<file path="src/rtl/serial_pkg.sv">
// Shared types and constants for the serial transmit path.
// Optional even-parity PAR slot is selected with SERIAL_TX_ARB_PARITY_EN.
package serial_pkg;

    typedef enum logic [2:0] {
        IDLE,
        START,
        DATA,
        PAR,
        STOP,
        GAP
    } tx_state_e;

    localparam int   SER_DATA_BITS = 7;
    localparam logic SER_START_BIT = 1'b0;
    localparam logic SER_STOP_BIT  = 1'b1;

    // Value carried in the PAR slot: even parity over the 7 data bits,
    // or the raw eighth data bit when parity is not built in.
    function automatic logic parSlot(input logic [7:0] b);
`ifdef SERIAL_TX_ARB_PARITY_EN
        return ^b[6:0];
`else
        return b[7];
`endif
    endfunction

endpackage

</file>
<file path="src/rtl/serial_tx_framer.sv">
// Framing sequencer: start bit, 7 data bits LSB first, PAR slot, stop bit,
// then IDLE_GAP idle-high cycles. The tx register is loaded with the value
// belonging to the next state so the line never glitches.
// PAR slot content depends on SERIAL_TX_ARB_PARITY_EN (see serial_pkg).
module serial_tx_framer
    import serial_pkg::*;
#(
    parameter int IDLE_GAP = 1
) (
    input  logic       clk,
    input  logic       rst_n,
    input  logic       load_i,
    input  logic [7:0] data_i,
    output logic       tx_o,
    output logic       idle_o,
    output logic       frame_done_o
);

    localparam logic [2:0] LAST_BIT = 3'(SER_DATA_BITS - 1);
    localparam logic [3:0] GAP_LAST = 4'(IDLE_GAP - 1);

    tx_state_e  state_q, state_d;
    logic [7:0] shift_q, shift_d;
    logic [2:0] bit_cnt_q, bit_cnt_d;
    logic [3:0] gap_cnt_q, gap_cnt_d;
    logic       par_q, par_d;
    logic       tx_q, tx_d;

    // State, datapath and line register; reset forces the line idle-high.
    always_ff @(posedge clk or negedge rst_n) begin
        if (!rst_n) begin
            state_q   <= IDLE;
            shift_q   <= '0;
            bit_cnt_q <= '0;
            gap_cnt_q <= '0;
            par_q     <= 1'b0;
            tx_q      <= SER_STOP_BIT;
        end else begin
            state_q   <= state_d;
            shift_q   <= shift_d;
            bit_cnt_q <= bit_cnt_d;
            gap_cnt_q <= gap_cnt_d;
            par_q     <= par_d;
            tx_q      <= tx_d;
        end
    end

    // Next-state logic; tx_d is the line value for the state being entered.
    always_comb begin
        state_d   = state_q;
        shift_d   = shift_q;
        bit_cnt_d = bit_cnt_q;
        gap_cnt_d = gap_cnt_q;
        par_d     = par_q;
        tx_d      = tx_q;
        case (state_q)
            IDLE: begin
                tx_d = SER_STOP_BIT;
                if (load_i) begin
                    state_d = START;
                    shift_d = data_i;
                    par_d   = parSlot(data_i);
                    tx_d    = SER_START_BIT;
                end
            end
            START: begin
                state_d   = DATA;
                tx_d      = shift_q[0];
                shift_d   = {1'b0, shift_q[7:1]};
                bit_cnt_d = '0;
            end
            DATA: begin
                if (bit_cnt_q == LAST_BIT) begin
                    state_d = PAR;
                    tx_d    = par_q;
                end else begin
                    bit_cnt_d = bit_cnt_q + 3'd1;
                    tx_d      = shift_q[0];
                    shift_d   = {1'b0, shift_q[7:1]};
                end
            end
            PAR: begin
                state_d = STOP;
                tx_d    = SER_STOP_BIT;
            end
            STOP: begin
                tx_d      = SER_STOP_BIT;
                gap_cnt_d = '0;
                state_d   = (IDLE_GAP > 0) ? GAP : IDLE;
            end
            GAP: begin
                tx_d = SER_STOP_BIT;
                if (gap_cnt_q == GAP_LAST) begin
                    state_d = IDLE;
                end else begin
                    gap_cnt_d = gap_cnt_q + 4'd1;
                end
            end
            default: begin
                state_d = IDLE;
                tx_d    = SER_STOP_BIT;
            end
        endcase
    end

    assign tx_o         = tx_q;
    assign idle_o       = (state_q == IDLE);
    assign frame_done_o = (state_q == STOP);

endmodule

</file>
<file path="src/rtl/serial_tx_arbiter.sv">
// Round-robin arbiter sharing one serial transmit line among N_REQ byte
// requesters. Build option SERIAL_TX_ARB_PARITY_EN selects even parity in
// the PAR slot instead of the raw eighth data bit.
module serial_tx_arbiter
    import serial_pkg::*;
#(
    parameter  int N_REQ    = 4,
    parameter  int IDLE_GAP = 1,
    localparam int GW       = $clog2(N_REQ)
) (
    input  logic               clk,
    input  logic               rst_n,
    input  logic [N_REQ-1:0]   req_valid,
    input  logic [8*N_REQ-1:0] req_data,
    output logic [N_REQ-1:0]   req_ready,
    output logic               tx,
    output logic               busy,
    output logic [GW-1:0]      grant_id,
    output logic               frame_done
);

    logic [GW-1:0] rr_ptr_q, rr_ptr_d;
    logic [GW-1:0] grant_id_q, grant_id_d;
    logic [GW-1:0] pick;
    logic [GW:0]   cand;
    logic          found;
    logic [7:0]    selData;
    logic          idle;
    logic          load;

    // Search from rr_ptr upward with wrap for the first valid requester,
    // then mux out that requester's byte.
    always_comb begin
        found   = 1'b0;
        pick    = '0;
        cand    = '0;
        selData = '0;
        for (int i = 0; i < N_REQ; i++) begin
            cand = {1'b0, rr_ptr_q} + (GW + 1)'(i);
            if (cand >= (GW + 1)'(N_REQ)) begin
                cand = cand - (GW + 1)'(N_REQ);
            end
            if (!found && req_valid[cand[GW-1:0]]) begin
                found = 1'b1;
                pick  = cand[GW-1:0];
            end
        end
        for (int i = 0; i < N_REQ; i++) begin
            if (pick == GW'(i)) begin
                selData = req_data[i*8 +: 8];
            end
        end
    end

    assign load      = idle && found;
    assign req_ready = load ? (N_REQ'(1) << pick) : '0;

    // On accept, remember the winner and move priority just past it.
    always_comb begin
        rr_ptr_d   = rr_ptr_q;
        grant_id_d = grant_id_q;
        if (load) begin
            grant_id_d = pick;
            rr_ptr_d   = (pick == GW'(N_REQ - 1)) ? '0 : pick + GW'(1);
        end
    end

    // Arbiter registers.
    always_ff @(posedge clk or negedge rst_n) begin
        if (!rst_n) begin
            rr_ptr_q   <= '0;
            grant_id_q <= '0;
        end else begin
            rr_ptr_q   <= rr_ptr_d;
            grant_id_q <= grant_id_d;
        end
    end

    serial_tx_framer #(
        .IDLE_GAP(IDLE_GAP)
    ) u_framer (
        .clk         (clk),
        .rst_n       (rst_n),
        .load_i      (load),
        .data_i      (selData),
        .tx_o        (tx),
        .idle_o      (idle),
        .frame_done_o(frame_done)
    );

    assign busy     = !idle;
    assign grant_id = grant_id_q;

endmodule

</file>
<file path="config.mk">
export PLATFORM = sky130hd
export DESIGN_NAME = serial_tx_arbiter
export DESIGN_NICKNAME = d
export VERILOG_FILES = /design/src/rtl/serial_pkg.sv /design/src/rtl/serial_tx_framer.sv /design/src/rtl/serial_tx_arbiter.sv
export SDC_FILE = /design/constraint.sdc
export NUM_CORES = 1
export LEC_CHECK = 0
export CAP_MARGIN = 0
export CORE_UTILIZATION = 34
export DETAILED_ROUTE_END_ITERATION = 16
export SYNTH_ARGS = -nofsm -noshare
export SYNTH_HDL_FRONTEND = slang
export SYNTH_SLANG_ARGS = --single-unit
</file>
<file path="constraint.sdc">
create_clock -name clk -period 3.4 [get_ports clk]
set_input_delay 1.02 -clock clk [delete_from_list [all_inputs] [get_ports clk]]
set_output_delay 1.02 -clock clk [all_outputs]
set_load 0.1 [all_outputs]
</file>
== Yosys cells after proc, flatten, opt, wreduce, memory -nomap -nowiden ==
Cells that the tools add are included.
W data, S select, Z words.

* Bits in registers: 24
* Output and inout bits: 9
* Input port bits: 38
* Logic and storage cells: 100

* Shift-type cells: 1
* Equality and inequality tests: 14
* Order comparisons: 8
* Muxes and demuxes: 40
* Reductions and logical operators: 19
* $add $sub $neg: 10

{| class="wikitable"
|+ Operators with widths
! cell !! number
|-
| $mux W8 || 6
|-
| $pmux W8 S3 || 1
|-
| $mux W2 || 9
|-
| $pmux W3 S6 || 1
|-
| $lt A2 B3 Y1 const B || 4
|-
| $mux W3 || 4
|-
| $mux W1 || 10
|-
| $eq A3 B3 Y1 const B || 3
|-
| $ge A3 B3 Y1 const B || 3
|-
| $bmux W1 S2 || 4
|-
| $mux W4 || 2
|-
| $pmux W4 S2 || 1
|-
| $sub A2 B1 Y2 const B || 4
|-
| $add A2 B2 Y3 const B || 2
|-
| $eq A3 B2 Y1 const B || 2
|-
| $ne A2 B1 Y1 const B || 3
|-
| $pmux W3 S2 || 1
|-
| $reduce_and A2 Y1 || 3
|-
| $reduce_and A3 Y1 || 2
|-
| $add A4 B1 Y4 const B || 1
|-
| $eq A2 B2 Y1 const B || 2
|-
| $logic_and A1 B1 Y1 || 4
|-
| $logic_not A1 Y1 || 4
|-
| $logic_not A4 Y1 || 1
|-
| 13 further kinds || 15
|}

== Longest topological paths before layout ==
* Depth in word-level cells: 21
* Mapped depth: 10
* Depth with buffers taken out: 9

== Hierarchy ==
Synthesis repeated with hierarchy kept, for this count alone.

* Cells, all modules: 179
* Area total of the unflattened synthesis: 1667.8 um2

{| class="wikitable"
|+ By module, submodules not included
! module !! cells an instance !! instances !! area an instance (um2) !! sequential area each (um2)
|-
| serial_tx_framer || 102 || 1 || 1067.3 || 501.7
|-
| serial_tx_arbiter || 77 || 1 || 600.6 || 100.1
|}

== Worst setup path after synthesis ==
Ideal clock, no wire load.

* Path kind: input -> output
* Start point: input port req_valid[2]
* End point: output port req_ready[3]
* Data required time: 2380 ps
* Data arrival time: 2839 ps
* Cell stages on the path: 7
* Buffers on the path: 2
* Path slack: -459 ps
* Cells stage by stage: mux2i_1 -> nor2_1 -> nor3_1 -> ha_1 -> clkbuf_1 -> clkbuf_1 -> and3_2

* Cells in the longest elaborated chain, start to end: 14
* Elaborated cells between the ends (all ways): 25
* Those cells by class: 1 x shift; 17 x mux; 7 x reduce/logical

{| class="wikitable"
|+ Ends and longest elaborated chain
! element !! RTL line !! RTL
|-
| start, declared || serial_tx_arbiter.sv:13 || <nowiki>input logic [N_REQ-1:0] req_valid,</nowiki>
|-
| $bmux W1 S2 || serial_tx_arbiter.sv:43 || <nowiki>if (!found && req_valid[cand[GW-1:0]]) begin</nowiki>
|-
| $mux W1 (not written as such) || serial_tx_arbiter.sv:43 ||
|-
| $mux W1 || serial_tx_arbiter.sv:43 ||
|-
| $logic_not A1 Y1 || serial_tx_arbiter.sv:43 ||
|-
| $logic_and A1 B1 Y1 || serial_tx_arbiter.sv:43 ||
|-
| $mux W1 || serial_tx_arbiter.sv:43 ||
|-
| $logic_not A1 Y1 || serial_tx_arbiter.sv:43 ||
|-
| $logic_and A1 B1 Y1 || serial_tx_arbiter.sv:43 ||
|-
| $mux W1 || serial_tx_arbiter.sv:43 ||
|-
| $logic_not A1 Y1 || serial_tx_arbiter.sv:43 ||
|-
| $logic_and A1 B1 Y1 || serial_tx_arbiter.sv:43 ||
|-
| $mux W2 (*) || serial_tx_arbiter.sv:43 ||
|-
| via pick[0] || serial_tx_arbiter.sv:24 || <nowiki>logic [GW-1:0] pick;</nowiki>
|-
| $shl A1 B2 Y4 (*) || serial_tx_arbiter.sv:56 || <nowiki>assign req_ready = load ? (N_REQ'(1) << pick) : '0;</nowiki>
|-
| $mux W4 (*) || serial_tx_arbiter.sv:56 ||
|-
| end, declared || serial_tx_arbiter.sv:15 || <nowiki>output logic [N_REQ-1:0] req_ready,</nowiki>
|}

Mark *: on every way through the listed nets, which the timed path passes. The rest lies on a longest branch. The select of a mux whose other input is x is not followed.

== Final worst setup path ==
* Start point: input port req_valid[1]
* End point: output port req_ready[3]

The elaborated chain is that of the path after synthesis.

==> impl_metrics.py <==
metrics = {
    "sta": {
        "timing.final.crit_share_pct": 98.2,
        "slew_violations": 0,
        "worst-slew-pin-transition_ns": 0.535,
        "setup_viol": 0,
        "finClkSkew_ns": 0.00637,
        "min_period_ns": 3.34,
        "worst_slack_ns": 0.0607,
        "finalHoldViolCount": 0,
        "grt_setup_unrepaired": "false",
        "fmax_ghz": 0.299,
        "fin_hold_ws_ns": 0.482,
        "tns_ns": 0,
        "slew-limit-headroom_pct": 64.3,
    },
    "final_layout": {
        "final_util_pct": 53.2,
        "drive_gt1_share_pct": 22.9,
        "antenna_cells": 0,
        "nets": 287,
        "final_cells": 292,
        "finalInstanceArea_sq_um": 2380,
        "area_delta_synth_final_pct": 47.2,
    },
    "synth": {
        "ys_warn_count": 0,
        "synth_top_area_share_pct": 35.6,
        "synth_ff_type": "dfrtp_1",
        "synth_cell_types": 40,
        "synth.cell_area_sq_um": 1620,
        "synth-edff-count": 0,
        "synthCells": 183,
        "syn_nets": 229,
        "ys_seq_area_share_pct": 37.2,
        "yosysTopAreaCell": "dfrtp_1",
        "synth.avg_cell_area_sq_um": 8.83,
        "synth.area.top_cells": "dfrtp_1 (36%), ha_1 (6.2%), nand2_1 (4.4%)",
        "synth-async-reset-ratio_pct": 100,
        "ys_ff_latch": 24,
    },
    "hold_path": {
        "hold_class": "flip-flop to flip-flop",
    },
    "setup_path": {
        "path_max_fanout": 4,
        "cp_slowest_cell": "nor3_2",
        "reg2reg_slack_ns": 0.80,
        "crit_family": "buffers and inverters",
        "critical_path_class": "input pin to output pin",
        "critical_path_required_ns": 2.38,
        "arrival_ns": 2.32,
        "slowest_delay_ns": 0.27,
        "end_kind": "output pin",
        "cp-start-kind": "input pin",
        "cp_cell_sequence": "clkdlybuf4s15_1 > buf_6 > a21oi_1 > nor3_2 > buf_4 > ha_4 > and3_4 > buf_12",
        "critPathBufInv": 4,
    },
    "power": {
        "power_density_nw_per_um2": 877,
        "ir_worst_vdd_uv": 819,
        "leakage_nw": 1.06,
        "power_mw": 2.09,
    },
    "clock_network": {
        "cts.path.max_buffers": 2,
        "hold_buffers": 0,
        "cts.clk_slew.worst_paths_ns": 0.09,
        "htreeDepth": 1,
        "clock_sinks": 24,
        "cts_buffers": 3,
        "clk_latency_ns": 0.27,
        "root_buffer": "clkbuf_8",
        "tritoncts": "yes",
    },
    "place": {
        "hpwlAfterDp_mm": 2.95,
        "io_buffer_count": 46,
        "pre_cts_slack_ns": -0.354,
        "dp_cells": 282,
        "place_area_sq_um": 2220,
        "gp_congestion": 0.748,
    },
    "detailed_routing": {
        "postRouteAntennaNets": 0,
        "drc": 0,
        "via_per_inst": 5.27,
        "wirelength_mm": 4.02,
        "vias": 1538,
        "avgRoutedWirePerCell_microns": 13.8,
        "drtIter0Drc": 76,
        "dr.pass1.iters": 6,
    },
    "global_routing": {
        "overflow": 0,
        "grt_pass1_vias": 1502,
        "antenna_found_initial": 0,
        "globalRouteTotalUtil_pct": 16.7,
        "grt_max_degree": 25,
        "grt_pass1_wl_mm": 6.78,
    },
    "die": {
        "floorplan.initialDensity_pct": 36.1,
        "die_h_microns": 71.0,
        "core_sq_um": 4470,
        "dieArea_sq_um": 5030,
        "die_w_microns": 71.0,
        "ioPinCount": 47,
        "row_count": 24,
    },
    "outcome": {
        "status": "finished, final reports clean",
    },
    "flow_run": {
        "drv_cap": 0,
    },
}
## worst paths after layout
path,start,cells past startpoint,to
max,req_valid[1],8,req_ready[3]
min reg2reg,u_framer.shift_q[6],2,u_framer.shift_q[6]
max reg2reg,rr_ptr_q[1],10,u_framer.par_q
min,u_framer.shift_q[6],2,u_framer.shift_q[6]
min in group asynchronous,rst_n,2,u_framer.bit_cnt_q[0]
max in group asynchronous,rst_n,2,u_framer.tx_o
## worst register-to-register path, stage by stage (launching register included)
cell,delay [ns]
dfrtp_1,0.47
a21oi_1,0.18
o21a_1,0.18
o22ai_4,0.08
buf_4,0.16
ha_4,0.15
buf_4,0.16
nor2b_1,0.44
a221oi_1,0.17
o31ai_1,0.35
mux2_2,0.21
## where the power goes
part           leakage [nW]  internal (mW)  switching, mW
clock network        0.0357          0.157         0.0962
registers             0.303          0.404         0.0968
logic                 0.720          0.530          0.803
total                  1.06           1.09          0.996
## repair_timing
| action | CTS | global route |
|---|---|---|
| gates resized for setup | 17 | 8 |
| endpoints found under the setup margin | 4 | 4 |
| pin swaps | 3 | 5 |
| buffers inserted | 5 | 1 |
## layer usage
metal | routed length [microns] | vias up | share of wire [%] | GRT usage [%]
li1 | - | 781 | - | -
met1 | 1900 | 734 | 47 | 22.3
met2 | 2020 | 21 | 50 | 29.0
met3 | 95 | 2 | 2.4 | 2.56
met4 | 8 | 0 | 0.20 | 3.33
met5 | 0 | - | 0 | 0
## cells in the mapped netlist (all sizes together) (6+ instances only)
| master | count |
|---|---|
| a21oi | 14 |
| ha | 8 |
| nor2 | 15 |
| o31ai | 9 |
| dfrtp | 23 |
| clkbuf | 9 |
| a22o | 6 |
| a221o | 7 |
| a221oi | 8 |
| inv | 16 |
| nand2 | 19 |
| o21ai | 7 |
## area by class of cell
type                       instances  area [sq um]
clock inverter                     1          30.0
sequential                        24           602
multi-input combinational        132           966
clock buffer                       3          41.3
timing repair buffer              64           616
tap                               52          65.1
fill                             398          2090
inverter                          16          60.1
## state kept, by name, summed over array words and instances (netlist names)
register and flops:
u_framer.par_q 1, u_framer.gap_cnt_q 4, rr_ptr_q 2, u_framer.tx_o 1, u_framer.bit_cnt_q 3, grant_id 2
u_framer.shift_q 8, u_framer.state_q 3
## logic make-up (layout without fill, tap and decap cells)
kind of cell / after synthesis / after routing / synth area share (%)
muxes: 4 / 4 / 2.63
adders and majority gates: 8 / 8 / 6.19
DFF: 24 / 24 / 37.2
AOI/OAI and AO/OA: 61 / 61 / 28.3
buffers and inverters: 27 / 84 / 7.20
xor gates and xnor gates: 1 / 1 / 0.542
and+or+nand+nor: 58 / 58 / 17.9
## placed cells by master (no fill, tap or decap), types with 2 or more instances in the layout
cell	instances
ha_2	2
clkbuf_8	3
o21ai_0	7
ha_1	4
clkbuf_2	2
a31oi_1	2
nand2b_1	4
ha_4	2
buf_6	2
nand2_1	19
nand3_1	3
a21oi_1	13
buf_4	21
inv_1	14
a221oi_1	8
mux2i_1	2
and3_4	4
clkdlybuf4s50_1	33
nor3_2	2
o31ai_1	9
a221o_1	7
nor2b_1	3
dfrtp_1	23
nor2_1	15
a21o_1	3
a22o_1	5
inv_2	2
buf_12	4
(Power assumes the default switching activity.)
